==> src/rtl/verdict_tx_queue_pkg.sv <==
// Shared FSM encodings and default sizing for the verdict transmit queue.
package verdict_tx_queue_pkg;

    typedef enum logic [1:0] {
        IDLE = 2'd0,
        SEND = 2'd1,
        WAIT = 2'd2
    } state_t;

    localparam int DEF_DEPTH   = 4;
    localparam int DEF_CNT_W   = 16;
    localparam int DEF_TMO_CYC = 1024;

endpackage

==> src/rtl/verdict_tx_queue_fifo.sv <==
// 1-bit verdict FIFO; pointers carry an extra wrap bit to tell full from empty.
module verdict_fifo
    import verdict_tx_queue_pkg::*;
#(
    parameter int DEPTH = DEF_DEPTH
) (
    input  logic clk,
    input  logic rst,
    input  logic push,
    input  logic pop,
    input  logic din,
    output logic dout,
    output logic full,
    output logic empty
);

    localparam int AW = $clog2(DEPTH);

    logic [AW:0]      wr_q, wr_d;
    logic [AW:0]      rd_q, rd_d;
    logic [DEPTH-1:0] mem_q, mem_d;
    logic             do_push;
    logic             do_pop;

    assign empty = (wr_q == rd_q);
    assign full  = (wr_q[AW] != rd_q[AW]) &&
                   (wr_q[AW-1:0] == rd_q[AW-1:0]);
    assign dout  = mem_q[rd_q[AW-1:0]];

    // A pop in the same cycle frees the slot, so a push into a full FIFO is legal then.
    assign do_pop  = pop && !empty;
    assign do_push = push && (!full || do_pop);

    always_comb begin
        wr_d  = wr_q;
        rd_d  = rd_q;
        mem_d = mem_q;
        if (do_push) begin
            mem_d[wr_q[AW-1:0]] = din;
            wr_d = wr_q + 1'b1;
        end
        if (do_pop) begin
            rd_d = rd_q + 1'b1;
        end
    end

    always_ff @(posedge clk or posedge rst) begin
        if (rst) begin
            wr_q  <= '0;
            rd_q  <= '0;
            mem_q <= '0;
        end else begin
            wr_q  <= wr_d;
            rd_q  <= rd_d;
            mem_q <= mem_d;
        end
    end

endmodule

==> src/rtl/verdict_tx_queue.sv <==
// Queues per-packet verdicts and hands them to the host over tx_init/tx_ok,
// with saturating packet/drop counters and sticky overflow/timeout flags.
module verdict_tx_queue
    import verdict_tx_queue_pkg::*;
#(
    parameter int DEPTH   = DEF_DEPTH,
    parameter int CNT_W   = DEF_CNT_W,
    parameter int TMO_CYC = DEF_TMO_CYC
) (
    input  logic             clk,
    input  logic             rst,
    input  logic             done,
    input  logic             drop,
    input  logic             tx_ok,
    output logic             tx_init,
    output logic [2:0]       tx_drop,
    output logic             busy,
    output logic [CNT_W-1:0] pkt_count,
    output logic [CNT_W-1:0] drop_count,
    output logic             overflow,
    output logic             timeout
);

    localparam int TW = (TMO_CYC > 1) ? $clog2(TMO_CYC) : 1;
    localparam logic [TW-1:0] TMO_LAST = TW'(TMO_CYC - 1);

    state_t           state_q, state_d;
    logic             verdict_q, verdict_d;
    logic             tx_init_q, tx_init_d;
    logic [TW-1:0]    tmo_q, tmo_d;
    logic [CNT_W-1:0] pkt_q, pkt_d;
    logic [CNT_W-1:0] drp_q, drp_d;
    logic             ovf_q, ovf_d;
    logic             to_q, to_d;

    logic fifo_pop;
    logic fifo_dout;
    logic fifo_full;
    logic fifo_empty;

    assign fifo_pop = (state_q == IDLE) && !fifo_empty;

    verdict_fifo #(
        .DEPTH(DEPTH)
    ) u_fifo (
        .clk  (clk),
        .rst  (rst),
        .push (done),
        .pop  (fifo_pop),
        .din  (drop),
        .dout (fifo_dout),
        .full (fifo_full),
        .empty(fifo_empty)
    );

    always_comb begin
        state_d   = state_q;
        verdict_d = verdict_q;
        tx_init_d = 1'b0;
        tmo_d     = tmo_q;
        to_d      = to_q;
        unique case (state_q)
            IDLE: begin
                if (!fifo_empty) begin
                    state_d   = SEND;
                    verdict_d = fifo_dout;
                    tx_init_d = 1'b1;
                end
            end
            SEND: begin
                state_d = WAIT;
                tmo_d   = '0;
            end
            WAIT: begin
                if (tx_ok) begin
                    state_d = IDLE;
                end else if (tmo_q == TMO_LAST) begin
                    state_d = IDLE;
                    to_d    = 1'b1;
                end else begin
                    tmo_d = tmo_q + 1'b1;
                end
            end
            default: state_d = IDLE;
        endcase
    end

    // Counters see every verdict, including ones the FIFO could not hold.
    always_comb begin
        pkt_d = pkt_q;
        drp_d = drp_q;
        ovf_d = ovf_q;
        if (done) begin
            if (pkt_q != '1) pkt_d = pkt_q + 1'b1;
            if (drop && drp_q != '1) drp_d = drp_q + 1'b1;
            if (fifo_full && !fifo_pop) ovf_d = 1'b1;
        end
    end

    always_ff @(posedge clk or posedge rst) begin
        if (rst) begin
            state_q   <= IDLE;
            verdict_q <= 1'b0;
            tx_init_q <= 1'b0;
            tmo_q     <= '0;
            pkt_q     <= '0;
            drp_q     <= '0;
            ovf_q     <= 1'b0;
            to_q      <= 1'b0;
        end else begin
            state_q   <= state_d;
            verdict_q <= verdict_d;
            tx_init_q <= tx_init_d;
            tmo_q     <= tmo_d;
            pkt_q     <= pkt_d;
            drp_q     <= drp_d;
            ovf_q     <= ovf_d;
            to_q      <= to_d;
        end
    end

    assign tx_init    = tx_init_q;
    assign tx_drop    = {3{verdict_q}};
    assign busy       = (state_q != IDLE) || !fifo_empty;
    assign pkt_count  = pkt_q;
    assign drop_count = drp_q;
    assign overflow   = ovf_q;
    assign timeout    = to_q;

endmodule

==> config.mk <==
export PLATFORM = sky130hd
export DESIGN_NAME = verdict_tx_queue
export DESIGN_NICKNAME = d
export VERILOG_FILES = /design/src/rtl/verdict_tx_queue_pkg.sv /design/src/rtl/verdict_tx_queue_fifo.sv /design/src/rtl/verdict_tx_queue.sv
export SDC_FILE = /design/constraint.sdc
export NUM_CORES = 1
export LEC_CHECK = 0
export ABC_AREA = 1
export BUFFER_PORTS_ARGS = -buffer_cell sky130_fd_sc_hd__buf_4
export CORE_MARGIN = 1
export CORE_UTILIZATION = 55
export CTS_BUF_LIST = sky130_fd_sc_hd__clkbuf_16
export CTS_CLUSTER_DIAMETER = 80
export DETAILED_ROUTE_END_ITERATION = 10
export PLACE_DENSITY = 0.79
export SYNTH_ARGS = -nofsm -noshare
export SYNTH_HDL_FRONTEND = slang
export SYNTH_SLANG_ARGS = --single-unit
==> constraint.sdc <==
create_clock -name clk -period 2.05 [get_ports clk]
set_input_delay 0.205 -clock clk [delete_from_list [all_inputs] [get_ports clk]]
set_output_delay 0.205 -clock clk [all_outputs]
set_load 0.005 [all_outputs]
* Word-level counts from Yosys, hierarchy flattened
Index checks and enable logic that the tools add are counted.
Widths: inputs -> output; s select.
** Storage, ports and cells
- Register bits :: 58
- Input bits :: 5
- Output and inout bits :: 39
- Word-level logic and storage cells :: 69
** Cells by class
- Reduce and logical (&&, ||, !) cells :: 22
- Add/subtract/negate cells :: 5
- $lt $le $gt $ge :: 3
- Multiplexer cells :: 14
- Bitwise gates (word level) :: 2
- Eq/ne operators :: 12
** Operator list (count)
- $add 16x1->16 const B :: 2
- $ne 16x16->1 const B :: 2
- $mux 10 :: 2
- $pmux 10 s2 :: 1
- $add 10x1->10 const B :: 1
- $eq 10x10->1 const B :: 1
- $reduce_and 2->1 :: 5
- $logic_and 1x1->1 :: 7
- $add 3x1->3 const B :: 2
- $lt 2x3->1 const B :: 2
- $mux 2 :: 3
- $ne 2x2->1 const B :: 3
- $pmux 2 s3 :: 1
- $reduce_and 3->1 :: 2
- $bwmux 4 :: 1
- $mux 1 :: 4
- $reduce_bool 2->1 :: 2
- $eq 3x3->1 :: 1
- $logic_not 1->1 :: 3
- $ne 3x3->1 const B :: 1
- $bmux 1 s2 :: 1
- $demux 1 s2 :: 1
- $eq 2x1->1 const B :: 1
- $eq 2x2->1 :: 1
- 6 further kinds :: 8

* Longest topological paths before layout
- Word-level depth :: 6
- Gate-level depth with buffers :: 10
- Mapped depth without buffers :: 9

* Modules after synthesis
From an unflattened synthesis, not the netlist that was laid out.
** Unflattened totals
- Cells, all modules :: 488
- Area, all modules :: 3507.1 µm²
** By module, submodules not included
- verdict_tx_queue :: cells each 411, seq. area each 1201.2 µm², area each 2885.3 µm², times used 1
- verdict_fifo :: cells each 77, seq. area each 250.2 µm², area each 621.8 µm², times used 1

* Worst setup path before layout
OpenSTA, ideal clock, no wires.
- Path type :: register to register
- Start :: register pkt_q[0] (netlist: pkt_count[0])
- End :: register pkt_q[4] (netlist: pkt_count[4])
- Path buffers :: 1
- Setup slack :: 0.532 ns
- Stages on the path, launching flop included :: 10
- Required time :: 1.934 ns
- Clock period less this slack :: 1.518 ns
- Arrival time :: 1.401 ns
- Library setup time :: 0.116 ns
- Cells stage by stage :: dfrtp_1 ha_1 inv_1 nor2_4 nand2_2 nor2_4 a21oi_2 buf_2 nand2_1 nand2_1
** On the way
- Longest elaborated chain between the ends :: 2
- Elaborated cells between the ends (all ways) :: 3
- Classes of those cells :: add/sub: 1; eq/ne: 1; reduce/logical: 1
** RTL lines
- start: declaration :: line verdict_tx_queue.sv:31 : logic [CNT_W-1:0] pkt_q, pkt_d;
- start signal: assignment :: line verdict_tx_queue.sv:115 : pkt_q <= pkt_d;
- parallel branches: the longest is 2 deep, another holds $add 16x1->16
Several ways; the timed one is not identified.
A chain may end at the register's enable or synchronous reset.

* Worst setup path after layout
- Start :: register pkt_q[0] (netlist: pkt_count[0])
- End :: register pkt_q[5] (netlist: pkt_count[5])
Same word-level chain as after synthesis.

==> results.sh <==
export IMPL_cts_tree="done"
export IMPL_yosysSeqAreaShare_pct=42.9
export IMPL_ioPinCount=44
export IMPL_use_met3_pct=4.77
export IMPL_crit_chain="ha_1 > inv_1 > nor2_4 > nand2_2 > nor2_4 > nand2_2 > nand2_4 > nand2_1 > o21ai_0"
export IMPL_fin_setup_tns_ns=0
export IMPL_critical_path_required_ns=2.29
export IMPL_synthDistinctLibCells=25
export IMPL_dr_total_vias=3081
export IMPL_met1_usage_pct=30.9
export IMPL_crit_arrival_ns=1.96
export IMPL_rows=28
export IMPL_use_met2_pct=43.0
export IMPL_worst_slack_ns=0.331
export IMPL_crit_path_end_kind="flop"
export IMPL_path_max_fanout=18
export IMPL_max_freq_mhz=582
export IMPL_r2r_slack_ns=0.33
export IMPL_detailed_place_hpwl_um=4960
export IMPL_crit_buf_inv=1
export IMPL_gp_congestion=0.834
export IMPL_power_leakage_uw=0.00202
export IMPL_first_pass_iters=4
export IMPL_clkLatencyLatePin_ns=0.33
export IMPL_synth_seq_cells=58
export IMPL_worst_slew_pin_slew_ns=0.549
export IMPL_critPathLaunchType="flop"
export IMPL_grt_max_degree=37
export IMPL_port_buffers=43
export IMPL_ff2ff_path_depth=9
export IMPL_peakVddDrop_mv=0.679
export IMPL_cts_made_buffers=9
export IMPL_hp_start="tx_ok"
export IMPL_grt_use_total_pct=25.5
export IMPL_cts_sinks=58
export IMPL_yosys_warnings=0
export IMPL_cts_resized=0
export IMPL_hold_buffers=1
export IMPL_grt_pass1_wl_um=12600
export IMPL_syn2layout_area_growth_pct=20.0
export IMPL_die_width_um=80.4
export IMPL_clock_path_buffers=2
export IMPL_power_density_mw_per_mm2=1040
export IMPL_fillers=497
export IMPL_insertedDiodeCount=0
export IMPL_dieHeight_um=80.4
export IMPL_maxCapViolCount=0
export IMPL_finalHoldViolCount=0
export IMPL_syn_instance_count=465
export IMPL_fin_crit_sh_pct=83.9
export IMPL_drtAntennaViolNets=0
export IMPL_status="completed"
export IMPL_path_clk_slew_ns=0.05
export IMPL_dr_first_iter_drc_count=170
export IMPL_holdPathEnd="timeout$_DFFE_PP0P_"
export IMPL_pre_cts_ws_ns=0.367
export IMPL_hold_ws_ns=0.0664
export IMPL_grt_remaining_overflow=0
export IMPL_worst_clock_skew_ns=0.00549
export IMPL_max_slew_margin_pct=63.3
export IMPL_antenna_found_initial=0
export IMPL_wirelength_um=7190
export IMPL_clockRootBuffer="clkbuf_16"
export IMPL_h_tree_depth=3
export IMPL_path_class="flop to flop"
export IMPL_reg2reg_from="pkt_count[0]$_DFFE_PP0P_"
export IMPL_min_period_ns=1.72
export IMPL_syn_area_sq_mm=0.00338
export IMPL_grt_busiest_layer="met2"
export IMPL_via_per_inst=5.20
export IMPL_nets=526
export IMPL_die_area_sq_mm=0.00647
export IMPL_path_delay_family="simple AND/OR/NAND/NOR gates"
export IMPL_fin_util_pct=68.5
export IMPL_setup_viol=0
export IMPL_crit_slowest_cell="dfrtp_1"
export IMPL_wl_per_cell_um=12.1
export IMPL_grt_pass1_vias=2941
export IMPL_syn_nets=478
export IMPL_max_stage_delay_ns=0.45
export IMPL_drive_gt1_share_pct=14.3
export IMPL_start_util_pct=57.1
export IMPL_drc=0
export IMPL_core_sq_mm=0.00592
export IMPL_hold_depth=2
export IMPL_hold_class="primary input to flop"
export IMPL_cts_setup_buffers=0
export IMPL_avgSynthCellArea_sq_um=7.27
export IMPL_rsz0062_at_grt="false"
export IMPL_drv_slew=0
export IMPL_r2r_end="pkt_count[5]$_DFFE_PP0P_"
[worst reg2reg max path, cell delays in order (launching register included)]
cell and delay, ns:
dfrtp_1 0.45, ha_1 0.27, inv_1 0.09, nor2_4 0.19
nand2_2 0.11, nor2_4 0.12, nand2_2 0.08, nand2_4 0.18
nand2_1 0.08, o21ai_0 0.07
[placed cells by master, fill, tap and decap left out, types with 2 or more instances in the layout]
cell type	netlist	final
nand3_1	26	26
inv_1	42	42
clkbuf_16	0	9
o22ai_1	3	3
dfrtp_1	58	58
o21ai_0	17	17
nor2_1	42	42
ha_1	8	8
nand2_2	3	3
buf_4	4	45
a21oi_2	2	2
xnor2_1	20	20
clkinv_2	0	2
nand2_1	205	205
nand3b_1	2	2
nor2_4	4	4
nand4_1	13	13
xor2_1	4	4
[sequential cells by signal, indices dropped and copies added, names as in the netlist]
| signal | count |
|---|---|
| drop_count | 16 |
| overflow | 1 |
| pkt_count | 16 |
| state_q | 2 |
| timeout | 1 |
| tmo_q | 10 |
| tx_init | 1 |
| u_fifo.mem_q | 4 |
| u_fifo.rd_q | 3 |
| u_fifo.wr_q | 3 |
| verdict_q | 1 |
[cell families after synthesis]
logic type               after synthesis  synth area share (%)
AO/OA/AOI/OAI                         24                  4.03
buffers and inverters                 52                  6.77
adder cells (fa/ha/maj)                8                  2.96
XOR/XNOR                              24                  6.22
AND/OR/NAND/NOR                      299                  37.1
flip-flops                            58                  42.9
[cell type report]
cell class                 instances  area [sq um]  share of cell area, %
multi-input combinational        355          1700                   41.9
sequential                        58          1450                   35.8
timing repair buffer              47           368                   9.07
clock buffer                       9           225                   5.55
inverter                          42           158                   3.89
tap                               75          93.8                   2.31
clock inverter                     6          60.1                   1.48
[through the flow]
stage	cell area [sq um]	power, uW	instances
global route	4060	4510	592
floorplan	3380	2410	465
CTS	4060	4250	592
finish	4060	4230	592
global placement	3760	2720	576
detailed placement	3760	2780	576
[routing by layer]
metal / part of all wire [%] / routed length [um]
met1: 46 / 3330
met3: 3.6 / 261
met4: 1.7 / 125
met2: 48 / 3470
met5: 0 / 0
[how the worst max path moves through the flow]
stage	start	end	slack, ns	depth (start not counted)
2_1_floorplan	rst	drop_count[0]$_DFFE_PP0P_	0.42	1
3_3_place_gp	pkt_count[0]$_DFFE_PP0P_	pkt_count[10]$_DFFE_PP0P_	0.41	9
3_5_place_dp	pkt_count[0]$_DFFE_PP0P_	pkt_count[14]$_DFFE_PP0P_	0.37	9
4_1_cts	pkt_count[0]$_DFFE_PP0P_	pkt_count[5]$_DFFE_PP0P_	0.34	9
5_1_grt	pkt_count[0]$_DFFE_PP0P_	pkt_count[5]$_DFFE_PP0P_	0.12	9
6_report	pkt_count[0]$_DFFE_PP0P_	pkt_count[5]$_DFFE_PP0P_	0.33	9
[power breakdown]
group,switching [uW],leakage (uW),internal [uW]
clock network,533,0.000142,925
logic,628,0.00112,495
registers,265,0.000766,1380
[synth_stat cells]
cell type	number	area share [%]
a21oi_2	2	0.52
buf_2	3	0.44
buf_4	4	0.89
buf_6	2	0.67
clkbuf_1	1	0.11
dfrtp_1	58	43
ha_1	8	3.0
inv_1	42	4.7
nand2_1	205	23
nand2_2	3	0.55
nand2_4	1	0.33
nand3_1	26	3.8
nand3_2	1	0.30
nand3b_1	2	0.44
nand4_1	13	2.4
nor2_1	42	4.7
nor2_2	1	0.19
nor2_4	4	1.3
nor3_2	1	0.30
o21ai_0	17	2.5
o21bai_1	1	0.22
o22ai_1	3	0.55
o31ai_1	1	0.22
xnor2_1	20	5.2
xor2_1	4	1.0
(Power assumes the default switching activity.)
